[src/rtl/mux16_rr_arbiter.sv]
// mux16_rr_arbiter
// Round-robin owner sequencer for a shared 16:1 mux. Issues a one-hot grant
// plus the matching binary select, holds the grant until the owner drops its
// request or the hold limit expires while someone else waits, and always
// inserts one idle cycle between owners so the mux never swaps directly.

module mux16_rr_arbiter #(
    parameter int MAX_HOLD = 8,
    parameter int CNT_W    = 8
) (
    input  logic        clk_50,
    input  logic        reset,
    input  logic [15:0] req,
    output logic [15:0] grant,
    output logic [3:0]  select,
    output logic        busy,
    output logic        preempt
);

    typedef enum logic [0:0] {
        ST_IDLE  = 1'b0,
        ST_GRANT = 1'b1
    } state_t;

    // Last hold count value before preemption is allowed; pinned at 0 when
    // preemption is disabled so the counter never moves.
    localparam int              HOLD_LIM   = (MAX_HOLD > 0) ? (MAX_HOLD - 1) : 0;
    localparam logic [CNT_W-1:0] HOLD_LIM_C = CNT_W'(HOLD_LIM);
    localparam logic            PREEMPT_EN = (MAX_HOLD != 0);

    state_t             r_state;
    logic [15:0]        r_grant;
    logic [3:0]         r_select;
    logic               r_busy;
    logic               r_preempt;
    logic [3:0]         r_last;
    logic [CNT_W-1:0]   r_hold;

    logic               w_found;
    logic [3:0]         w_pick;
    logic               w_owner_req;
    logic               w_other_req;
    logic               w_hold_limit;

    // Owner request is level-sampled through the current grant mask; every
    // other set request bit counts as a waiting competitor.
    assign w_owner_req  = |(req & r_grant);
    assign w_other_req  = |(req & ~r_grant);
    assign w_hold_limit = PREEMPT_EN && (r_hold == HOLD_LIM_C);

    // Rotating priority search: first set request starting just after the last owner.
    always_comb begin
        logic [3:0] v_idx;
        w_found = 1'b0;
        w_pick  = 4'd0;
        v_idx   = 4'd0;
        for (int i = 1; i <= 16; i++) begin
            v_idx = r_last + 4'(i);
            if (!w_found && req[v_idx]) begin
                w_found = 1'b1;
                w_pick  = v_idx;
            end else begin
                w_found = w_found;
            end
        end
    end

    // Arbitration FSM with all outputs registered.
    always_ff @(posedge clk_50 or posedge reset) begin
        if (reset) begin
            r_state   <= ST_IDLE;
            r_grant   <= 16'h0000;
            r_select  <= 4'd0;
            r_busy    <= 1'b0;
            r_preempt <= 1'b0;
            r_last    <= 4'd15;
            r_hold    <= '0;
        end else begin
            r_preempt <= 1'b0;
            case (r_state)
                ST_IDLE: begin
                    if (w_found) begin
                        r_grant  <= 16'h0001 << w_pick;
                        r_select <= w_pick;
                        r_busy   <= 1'b1;
                        r_hold   <= '0;
                        r_state  <= ST_GRANT;
                    end else begin
                        // select deliberately left alone so the mux input does not move
                        r_grant  <= 16'h0000;
                        r_busy   <= 1'b0;
                    end
                end
                ST_GRANT: begin
                    if (!w_owner_req) begin
                        r_grant  <= 16'h0000;
                        r_busy   <= 1'b0;
                        r_last   <= r_select;
                        r_hold   <= '0;
                        r_state  <= ST_IDLE;
                    end else if (w_hold_limit && w_other_req) begin
                        // owner keeps requesting but drops to lowest rotated priority
                        r_grant   <= 16'h0000;
                        r_busy    <= 1'b0;
                        r_preempt <= 1'b1;
                        r_last    <= r_select;
                        r_hold    <= '0;
                        r_state   <= ST_IDLE;
                    end else if (r_hold != HOLD_LIM_C) begin
                        r_hold <= r_hold + CNT_W'(1);
                    end else begin
                        r_hold <= r_hold;
                    end
                end
                default: begin
                    r_grant <= 16'h0000;
                    r_busy  <= 1'b0;
                    r_hold  <= '0;
                    r_state <= ST_IDLE;
                end
            endcase
        end
    end

    assign grant   = r_grant;
    assign select  = r_select;
    assign busy    = r_busy;
    assign preempt = r_preempt;

endmodule

[config.mk]
export PLATFORM = sky130hd
export DESIGN_NAME = mux16_rr_arbiter
export DESIGN_NICKNAME = d
export VERILOG_FILES = /design/src/rtl/mux16_rr_arbiter.sv
export SDC_FILE = /design/constraint.sdc
export NUM_CORES = 1
export LEC_CHECK = 0
export BUFFER_PORTS_ARGS = -buffer_cell sky130_fd_sc_hd__buf_2
export CORE_MARGIN = 10
export CORE_UTILIZATION = 55
export DETAILED_ROUTE_END_ITERATION = 7
export PLACE_DENSITY_LB_ADDON = 0.25
export SYNTH_ARGS = -nofsm -noshare
export SYNTH_HDL_FRONTEND = slang
export SYNTH_SLANG_ARGS = --single-unit
[constraint.sdc]
create_clock -name clk_50 -period 5 [get_ports clk_50]
set_input_delay 0.75 -clock clk_50 [delete_from_list [all_inputs] [get_ports clk_50]]
set_output_delay 0.75 -clock clk_50 [all_outputs]
set_load 0.05 [all_outputs]
==> results.json, run 1 <==
{
  "hold_class": "reg2reg",
  "avgSynthCellArea_um2": 8.712,
  "gp_congestion": 0.9413,
  "coreArea_um2": 7176,
  "antenna_found_initial": 0,
  "cp-start-kind": "flip-flop",
  "setup.worst_path.class": "reg2reg",
  "grt_pass1_wl_mm": 21.36,
  "die_w_um": 105.3,
  "arrival_ns": 4.56,
  "r2r_cells": 13,
  "yosys.area.top_type": "dfrtp_1",
  "synthTopCellsByArea": "dfrtp_1, mux4_2, mux2_2",
  "syn_area_um2": 3999,
  "finalNetCount": 527,
  "finalSetupViolCount": 0,
  "grt_usage_pct": 23.26,
  "synth_ff_type": "dfrtp_1",
  "htreeDepth": 2,
  "clk_path_buf_depth": 2,
  "die_area_um2": 11080,
  "grt_pass1_vias": 3958,
  "ys_seq_area_share_pct": 22.03,
  "synth-async-reset-ratio_pct": 100.0,
  "drive_above_1_share_pct": 23.95,
  "synth_seq_cells": 35,
  "grt-ovfl-total": 0,
  "end_kind": "flip-flop",
  "worstHoldPathCells": 2,
  "drc": 0,
  "clock_latency_ns": 0.29,
  "worst_ep_required_time_ns": 5.15,
  "cts_buffers": 5,
  "syn-num-nets": 486,
  "dpl_worst_slack_ns": 0.6783,
  "rsz0062_at_grt": "false",
  "min_from": "busy",
  "worstPathMaxFanout": 29,
  "dp_hpwl_mm": 10.05,
  "syn_inst": 459,
  "max_freq_ghz": 0.2267,
  "clock_skew_ns": 0.01047,
  "slew_headroom_pct": 51.17,
  "yosysWarnings": 0,
  "viasPerCell": 6.803,
  "hold_violations": 0,
  "cts_tree": "done",
  "diodes": 0,
  "setup_slack_ns": 0.5898,
  "vias": 4082,
  "post-cts-setup-buffer-count": 0,
  "placed_area_um2": 4352,
  "grt_max_degree": 36,
  "slew_viol_final": 0,
  "nFillCells": 634,
  "r2r-start": "r_last[0]",
  "num_rows": 31,
  "ios": 40,
  "clkSinkCount": 35,
  "root_buffer": "clkbuf_8",
  "drtPass1Iterations": 7,
  "r2r_setup_slack_ns": 0.59,
  "io_buffers": 39,
  "r2r-end": "grant[9]",
  "worst_slew_pin_slew_ns": 0.7324,
  "synth_commonest_cells": "nand2_1, dfrtp_1, nor2_1",
  "clkTransAtPathRegs_ns": 0.07,
  "start_util_pct": 55.73,
  "fin_area_um2": 4437,
  "synth-edff-count": 0,
  "syn_to_final_growth_pct": 10.95,
  "final.period_utilization_pct": 88.20,
  "drtIter0Drc": 315,
  "maxCapViolations": 0,
  "final.min_clock_period_ns": 4.410,
  "synth_cell_types": 65,
  "postRouteAntennaNets": 0,
  "fp.dieH_um": 105.3,
  "wl_per_cell_um": 21.73,
  "cts_resized": 0,
  "synth_top_area_share_pct": 19.40,
  "outcome": "finished, final reports clean",
  "wirelength_mm": 13.04,
  "setup_tns_ns": 0,
  "yosysMostFrequentCell": "nand2_1",
  "cts_hold_buf": 0,
  "worst_hold_path.endpoint": "busy"
}
[through the flow]
stage	util [%]	hold slack, ns	cells
detailed placement	60.65	0.4628	592
global route	61.83	0.5157	600
global placement	60.65	0.4638	592
floorplan	-	0.4702	459
finish	61.83	0.4861	600
CTS	61.83	0.4891	600
[worst max-delay path, stage by stage, from the launching register on]
cell and delay (ns):
dfstp_2 0.53, buf_4 0.36, ha_1 0.29, xor2_1 0.22
buf_4 0.19, mux2_2 0.37, mux2i_2 0.36, nand4_1 0.23
buf_4 0.22, nor4_2 0.57, a22oi_1 0.21, a21oi_1 0.24
or2_1 0.35, o31ai_1 0.13
[kinds of logic after synthesis]
kind of cell | count (synthesis) | synth area share (%)
xor gates and xnor gates | 15 | 3.285
muxes | 69 | 25.03
buffers and inverters | 46 | 4.724
AOI/OAI and AO/OA | 128 | 22.09
DFF | 35 | 22.03
adders and majority gates | 9 | 2.816
and+or+nand+nor | 157 | 20.02
[cell type report]
class	count	area (um2)	share of cell area [%]
Clock buffer	6	72.57	1.636
Clock inverter	2	12.51	0.2820
Inverter	26	97.59	2.200
Sequential cell	35	880.8	19.85
Timing Repair Buffer	54	320.3	7.219
Tap cell	99	123.9	2.792
Multi-Input combinational cell	378	2929	66.02
[worst max-delay path by stage]
| stage | start | to | slack (ns) | cells after the start |
|---|---|---|---|---|
| 6_report | r_last[0] | grant[9] | 0.59 | 13 |
| 5_1_grt | r_last[0] | grant[15] | 0.31 | 13 |
| 4_1_cts | r_last[0] | grant[1] | 0.65 | 13 |
| 3_5_place_dp | r_last[0] | grant[9] | 0.68 | 13 |
| 3_3_place_gp | r_last[0] | grant[9] | 0.67 | 13 |
| 2_1_floorplan | r_last[1] | grant[14] | 0.30 | 16 |
[placed cells by master, fill, tap and decap left out, types with 19 or more instances in the layout]
cell / instances
mux2i_1: 19
mux2_2: 21
buf_2: 39
inv_1: 23
nand2_1: 53
o31ai_1: 20
dfrtp_1: 31
nor2_1: 30
a21oi_1: 22
mux4_2: 21
[layer usage]
layer  global-route usage [%]  part of all wire [%]  wire [um]
met3                    3.045                   7.7       1007
met5                        0                     0          0
met2                    39.29                    49       6335
met1                    28.51                    39       5140
met4                    11.57                   4.2        554
[flip-flops by register name (all words and copies together), names as in the netlist]
register  count
grant        16
r_hold        8
r_last        4
select        4
busy          1
preempt       1
r_state       1
Power of run 1 is left out: the tool's default activity adds up to more than one toggle a clock period on the data nets, which glitch-free logic cannot reach.
==> inputs of run 2 (changes only) <==
==> constraint.sdc (replaced) <==
create_clock -name clk_50 -period 5.2 [get_ports clk_50]
set_input_delay 0.78 -clock clk_50 [delete_from_list [all_inputs] [get_ports clk_50]]
set_output_delay 0.78 -clock clk_50 [all_outputs]
set_load 0.05 [all_outputs]
==> results.json, run 2 (same netlist as run 1, synthesis figures left out) <==
{
  "outcome": "finished, final reports clean",
  "end_kind": "flip-flop",
  "final.period_utilization_pct": 89.71,
  "drtPass1Iterations": 5,
  "antenna_found_initial": 0,
  "htreeDepth": 2,
  "final_cell_mix": "nand2_1, buf_2, dfrtp_1",
  "drc": 0,
  "clkSinkCount": 35,
  "hold_class": "reg2reg",
  "setup.worst_path.class": "reg2reg",
  "drtIter0Drc": 356,
  "vias": 4072,
  "finalNonFillerCells": 601,
  "io_buffers": 39,
  "grt_pass1_vias": 3902,
  "clkTransAtPathRegs_ns": 0.07,
  "slew_headroom_pct": 49.97,
  "slew_viol_final": 0,
  "regArea_um2": 880.8,
  "cts_tree": "done",
  "critical_path.slowest_cell": "ha_1",
  "grt_usage_pct": 22.80,
  "worstHoldPathCells": 2,
  "num_rows": 31,
  "die_w_um": 105.3,
  "ios": 40,
  "multiInputGateArea_um2": 2929,
  "postRouteAntennaNets": 0,
  "dp_cells": 593,
  "dp_hpwl_mm": 9.872,
  "final.min_clock_period_ns": 4.665,
  "cts_buffers": 5,
  "hold_violations": 0,
  "post-cts-setup-buffer-count": 0,
  "cts_hold_buf": 0,
  "worst_slew_pin_slew_ns": 0.7504,
  "viasPerCell": 6.775,
  "cp-start-kind": "flip-flop",
  "wl_per_cell_um": 21.43,
  "largest_reg_flops": 16,
  "grt-ovfl-total": 0,
  "cpPeakStageDelay_ns": 0.82,
  "r2r_setup_slack_ns": 0.53,
  "gp_congestion": 0.9791,
  "clk_path_buf_depth": 2,
  "coreArea_um2": 7176,
  "grt_pass1_wl_mm": 20.89,
  "clock_skew_ns": 0.004384,
  "finalNetCount": 528,
  "fp.dieH_um": 105.3,
  "worstPathMaxFanout": 20,
  "max_freq_ghz": 0.2144,
  "drive_above_1_share_pct": 24.10,
  "root_buffer": "clkbuf_8",
  "diodes": 0,
  "cts_resized": 0,
  "nFillCells": 652,
  "r2r_cells": 11,
  "arrival_ns": 4.86,
  "finalSetupViolCount": 0,
  "wirelength_mm": 12.88,
  "maxCapViolations": 0,
  "layout.cells.most_common": "nand2_1",
  "die_area_um2": 11080,
  "setup_tns_ns": 0,
  "rsz0062_at_grt": "false",
  "start_util_pct": 55.73,
  "clock_latency_ns": 0.28,
  "syn_to_final_growth_pct": 10.98,
  "grt_max_degree": 36,
  "cp_cell_sequence": "inv_1, ha_1, mux2_1, mux4_2, mux2_2, or3_1, nand3b_1, a21oi_1, a211oi_1, nor2_1, o31ai_1",
  "worst_ep_required_time_ns": 5.39
}
## run 2: metal layers
| layer | up-vias | GRT usage, % | routed length, um |
|---|---|---|---|
| met5 | - | 0 | 0 |
| met2 | 185 | 37.16 | 6249 |
| met4 | 0 | 11.27 | 453 |
| met1 | 1988 | 28.53 | 5247 |
| met3 | 33 | 3.959 | 932 |
| li1 | 1866 | - | - |
## run 2: critical path: cells and delay by family (launching register included)
family,cells,cell delay [ns]
flops,1,0.53
mux,3,1.29
buf+inv,1,0.12
fa+ha+maj,1,0.82
simple gates,3,0.94
compound gates,3,0.88
## run 2: worst paths after layout
kind,from,end
worst max register to register,r_last[0],grant[15]
worst min register to register,busy,busy
worst min-delay path,busy,busy
worst max-delay path,r_last[0],grant[15]
max in group asynchronous,reset,r_last[1]
min in group asynchronous,reset,grant[13]
## run 2: cell type report
class	count	share of cell area (%)
well taps	99	2.791
repair buffers	55	7.105
clock inverters	1	0.1128
multi-input cells	378	66.00
flip-flops and latches	35	19.85
clock buffers	7	1.945
inverters	26	2.199
## run 2: metrics by stage
stage                     hold WS [ns]  utilization, %  area, um2  setup WS [ns]
after CTS                       0.4916           61.85       4438         0.6098
after floorplan                 0.4702               -       3999         0.4957
final                           0.4854           61.85       4438         0.5350
after global placement          0.4589           60.58       4347         0.6694
after global routing            0.5463           61.85       4438         0.3121
after detailed placement        0.4728           60.58       4347         0.6420
Power of run 2 is left out for the same reason.
